--- src/rtl/rca_pipe_adder.sv ---
// Pipelined ripple-carry adder/subtractor; one beat/cycle, out_valid STAGES edges after accept, whole pipe freezes while output is stalled.
// Optional signed-overflow output when RCA_PIPE_OVF_EN is defined.
module rca_pipe_adder #(
  parameter int WIDTH  = 64,
  parameter int STAGES = 4
) (
  input  logic             clk,
  input  logic             rst,
  input  logic             in_valid,
  output logic             in_ready,
  input  logic [WIDTH-1:0] in1,
  input  logic [WIDTH-1:0] in2,
  input  logic             cin,
  input  logic             sub,
  output logic             out_valid,
  input  logic             out_ready,
  output logic [WIDTH-1:0] sum,
  output logic             cout
`ifdef RCA_PIPE_OVF_EN
  ,
  output logic             ovf
`endif
);

  localparam int SW = WIDTH / STAGES;

  // Rank 0 holds captured operands; rank k+1 holds the result of slice k.
  logic             vld_q [0:STAGES];
  logic             vld_d [0:STAGES];
  logic             c_q   [0:STAGES];
  logic             c_d   [0:STAGES];
  logic [WIDTH-1:0] a_q   [0:STAGES];
  logic [WIDTH-1:0] a_d   [0:STAGES];
  logic [WIDTH-1:0] b_q   [0:STAGES];
  logic [WIDTH-1:0] b_d   [0:STAGES];
  logic [WIDTH-1:0] s_q   [0:STAGES];
  logic [WIDTH-1:0] s_d   [0:STAGES];
  logic [SW:0]      slice [0:STAGES-1];
  logic             stall;

  assign stall    = vld_q[STAGES] & ~out_ready;
  assign in_ready = ~stall;

  always_comb begin
    for (int k = 0; k < STAGES; k++) begin
      slice[k] = {1'b0, a_q[k][k*SW +: SW]} + {1'b0, b_q[k][k*SW +: SW]} + {{SW{1'b0}}, c_q[k]};
    end
    for (int k = 0; k <= STAGES; k++) begin
      vld_d[k] = vld_q[k];
      c_d[k]   = c_q[k];
      a_d[k]   = a_q[k];
      b_d[k]   = b_q[k];
      s_d[k]   = s_q[k];
    end
    if (!stall) begin
      vld_d[0] = in_valid;
      a_d[0]   = in1;
      b_d[0]   = sub ? ~in2 : in2;
      c_d[0]   = sub ? 1'b1 : cin;
      s_d[0]   = '0;
      for (int k = 0; k < STAGES; k++) begin
        vld_d[k+1]               = vld_q[k];
        c_d[k+1]                 = slice[k][SW];
        a_d[k+1]                 = a_q[k];
        b_d[k+1]                 = b_q[k];
        s_d[k+1]                 = s_q[k];
        s_d[k+1][k*SW +: SW]     = slice[k][SW-1:0];
      end
    end
  end

  always_ff @(posedge clk or posedge rst) begin
    if (rst) begin
      for (int k = 0; k <= STAGES; k++) begin
        vld_q[k] <= 1'b0;
        c_q[k]   <= 1'b0;
        a_q[k]   <= '0;
        b_q[k]   <= '0;
        s_q[k]   <= '0;
      end
    end else begin
      for (int k = 0; k <= STAGES; k++) begin
        vld_q[k] <= vld_d[k];
        c_q[k]   <= c_d[k];
        a_q[k]   <= a_d[k];
        b_q[k]   <= b_d[k];
        s_q[k]   <= s_d[k];
      end
    end
  end

  assign out_valid = vld_q[STAGES];
  assign sum       = s_q[STAGES];
  assign cout      = c_q[STAGES];

`ifdef RCA_PIPE_OVF_EN
  logic ovf_q;
  logic ovf_d;

  // Carry into the MSB is recovered as a^b^s at that bit, so no extra carry tap is needed.
  always_comb begin
    ovf_d = ovf_q;
    if (!stall) begin
      ovf_d = a_q[STAGES-1][WIDTH-1] ^ b_q[STAGES-1][WIDTH-1]
            ^ slice[STAGES-1][SW-1] ^ slice[STAGES-1][SW];
    end
  end

  always_ff @(posedge clk or posedge rst) begin
    if (rst) begin
      ovf_q <= 1'b0;
    end else begin
      ovf_q <= ovf_d;
    end
  end

  assign ovf = ovf_q;
`endif

endmodule

--- config.mk ---
export PLATFORM = sky130hd
export DESIGN_NAME = rca_pipe_adder
export DESIGN_NICKNAME = d
export VERILOG_FILES = /design/src/rtl/rca_pipe_adder.sv
export SDC_FILE = /design/constraint.sdc
export NUM_CORES = 1
export LEC_CHECK = 0
export CAP_MARGIN = 15
export CORE_ASPECT_RATIO = 0.7
export CORE_MARGIN = 5
export CORE_UTILIZATION = 52
export CTS_CLUSTER_DIAMETER = 150
export DETAILED_ROUTE_END_ITERATION = 8
export PLACE_DENSITY = 0.86
export SYNTH_ARGS = -nofsm -noshare
export SYNTH_HDL_FRONTEND = slang
export SYNTH_SLANG_ARGS = --single-unit
--- constraint.sdc ---
create_clock -name clk -period 17.7 [get_ports clk]
set_input_delay 3.54 -clock clk [delete_from_list [all_inputs] [get_ports clk]]
set_output_delay 3.54 -clock clk [all_outputs]
set_load 0.005 [all_outputs]
==> metrics.txt <==
status=completed; launching point of the worst reg2reg path=out_valid; DR iter-0 viols=1144; Top FF cell, synth=dfrtp_1; Max Clk Rate=107.8 MHz; Post-synth EDFFs=0; DP HPWL=30890 um; CP max FO=212; cell taking the most area after synthesis=dfrtp_1; met3 wire length=1887 um; # port buffers=200; FP Rows=63; Power Density=189.3 nW/um2; Reg-to-Reg End=sum[62]; final critical-path share of the clock period=0.5242; Seq cells post-synth=490; post-synthesis cell type count=69; root buf cell=clkbuf_16; first-pass GRT wire length=78690 um; Post-CTS Hold Fix Bufs=0; CP Capture Type=output pin; worst setup path end=in_ready; post-route DRC violation count=0; actual slew at the worst max-slew pin=1.055 ns; Post-Syn Area=22100 um2; setup TNS=0 ns; die area=46790 um2; Critical path origin=out_ready; Hold Vio Cnt, Final=0; Synth area leaders=dfrtp_1 (55%), nand2_1 (21%), ha_1 (3.4%); Setup CP Type=input port to output pin; Max Clock Skew=0.009638 ns; number of nets in the layout=2766; sequential area share after synthesis=0.5549; highest metal used=met4; TritonRoute pass-1 iters=5; RSZ-0062 raised after global routing=false; post_cts resized=0; WL met1=21290 um; DR vias=16.25k; global route total overflow=0; post-CTS setup buffer count=0; Final Core Density=0.6094; Leakage=12.75 nW; Syn-to-layout area delta=16.29%; Initial Util=0.5240; CTS tree=built; share of cells above drive strength 1=0.04228; r2r worst-path depth=8; drt via density=5.150; All-Layer GR Usage=0.1970; Die Height=182.5 um; CP required=14.16 ns; Routed WL per cell=14.68 um; min Tclk post-route=9.278 ns; Final Setup Violations=0; Mapped Nets=2687; metal2 WL=22220 um; critical path arrival=5.74 ns; Die Wd=256.4 um; most common cell after layout, fill and taps aside=nand2_1; Min-Delay Path Class=flop to flop; CTS buffer count=47; Mean Syn Cell Area=8.893 um2; maxcap violations=0; antenna-violating nets left=0; Final Max Tran Viols=0; type of origin of the critical path=input port; H-Tree Depth=2; initial antenna violation count=1; largest net degree at the start of global routing=214; Top Ports=201; Slew Limit Headroom=0.2963; CTS Sinks=490; Worst-Skew Late Latency=0.56 ns; core outline area=42170 um2; Max Buffers Root-to-Sink=3; Mapped Cells=2485; final WL=46310 um; setup slack on the worst flop-to-flop path=13.97 ns; CTS clk-pin slew, worst paths=0.06 ns; GP Congestion=0.8705; commonest cells after routing, fill and taps aside=nand2_1 (1209), dfrtp_1 (490), clkdlybuf4s50_1 (199), o21ai_0 (104), xnor2_1 (84); vias in the first global route=16.02k; Synth warnings=0; Peak VDD IR=78.43 uV; share of the synthesized area in the top cell type=0.5549; ys async rst share=1.000
==> layer usage <==
metal  up-vias  global-route usage
li1       8037                   -
met1      7848              0.2807
met2       289              0.3240
met3        74             0.03140
met4         0             0.04485
met5         -                   0
==> synthesized netlist by cell type (all sizes together), types with 3 or more instances <==
cell type,n
a211oi,9
a21boi,3
a21o,30
a21oi,79
a221oi,7
a31oi,4
and2,4
and3,9
buf,78
clkbuf,105
dfrtp,490
fa,8
ha,60
inv,15
nand2,1209
nand2b,4
nand3,8
nand4,6
nor2,55
nor2b,5
nor3,8
nor3b,4
nor4,3
o211ai,5
o21a,12
o21ai,106
o21bai,6
o221ai,3
o31ai,8
or3,5
or4,3
xnor2,84
xor2,22
==> power by group <==
part	internal (mW)	total (mW)	switching (mW)
clock network	0.643	1.07	0.431
registers	1.62	1.92	0.293
logic	0.805	1.87	1.07
total	3.07	4.87	1.79
==> worst max-delay path: stages <==
cell             delay [ns]
clkdlybuf4s50_1        0.45
nor2b_4                0.15
buf_12                 0.54
inv_8                  0.41
clkdlybuf4s50_1        0.57
==> metrics by stage <==
stage          setup WS (ns)  area [um2]  hold WS [ns]  power, mW  cells
2_1_floorplan         0.4839       22100        0.4300      3.305   2485
3_3_place_gp           8.313       23990        0.4426      3.702   3066
3_5_place_dp           8.339       23990        0.4533      3.799   3066
4_1_cts                8.334       25670        0.4679      4.900   3153
5_1_grt                8.208       25700        0.4781      5.247   3155
6_report               8.422       25700        0.4625      4.865   3155
==> registers in the layout, indices dropped and copies added (netlist names) <==
register and cells:
vld_q 4, c_q 4, cout 1, s_q 96
out_valid 1, sum 64, a_q 160, b_q 160
==> area by class of cell <==
cell class | instances | area, um2
Fill cell | 3408 | 16470
Timing Repair Buffer | 213 | 2142
Multi-Input combinational cell | 1797 | 8851
Inverter | 15 | 71.32
Tap cell | 552 | 690.7
Sequential cell | 490 | 12260
Clock inverter | 20 | 275.3
Antenna cell | 1 | 2.502
Clock buffer | 67 | 1404
==> cell families after synthesis <==
logic type / Yosys count / share of synthesized area
AOI/OAI and AO/OA: 290 / 0.08176
xor gates and xnor gates: 106 / 0.04201
adders and majority gates: 68 / 0.04122
buffers and inverters: 198 / 0.04496
DFF: 490 / 0.5549
muxes: 2 / 0.0009059
and+or+nand+nor: 1331 / 0.2343
==> worst min-delay path by stage <==
| stage | from | cells after the start | endpoint |
|---|---|---|---|
| 2_1_floorplan | vld_q[1] | 2 | vld_q[1] |
| 3_3_place_gp | vld_q[1] | 2 | vld_q[1] |
| 3_5_place_dp | s_q[71] | 2 | sum[7] |
| 4_1_cts | a_q[314] | 2 | a_q[250] |
| 5_1_grt | a_q[314] | 2 | a_q[250] |
| 6_report | s_q[66] | 2 | s_q[66] |
Power figures use the tool's default switching activity.
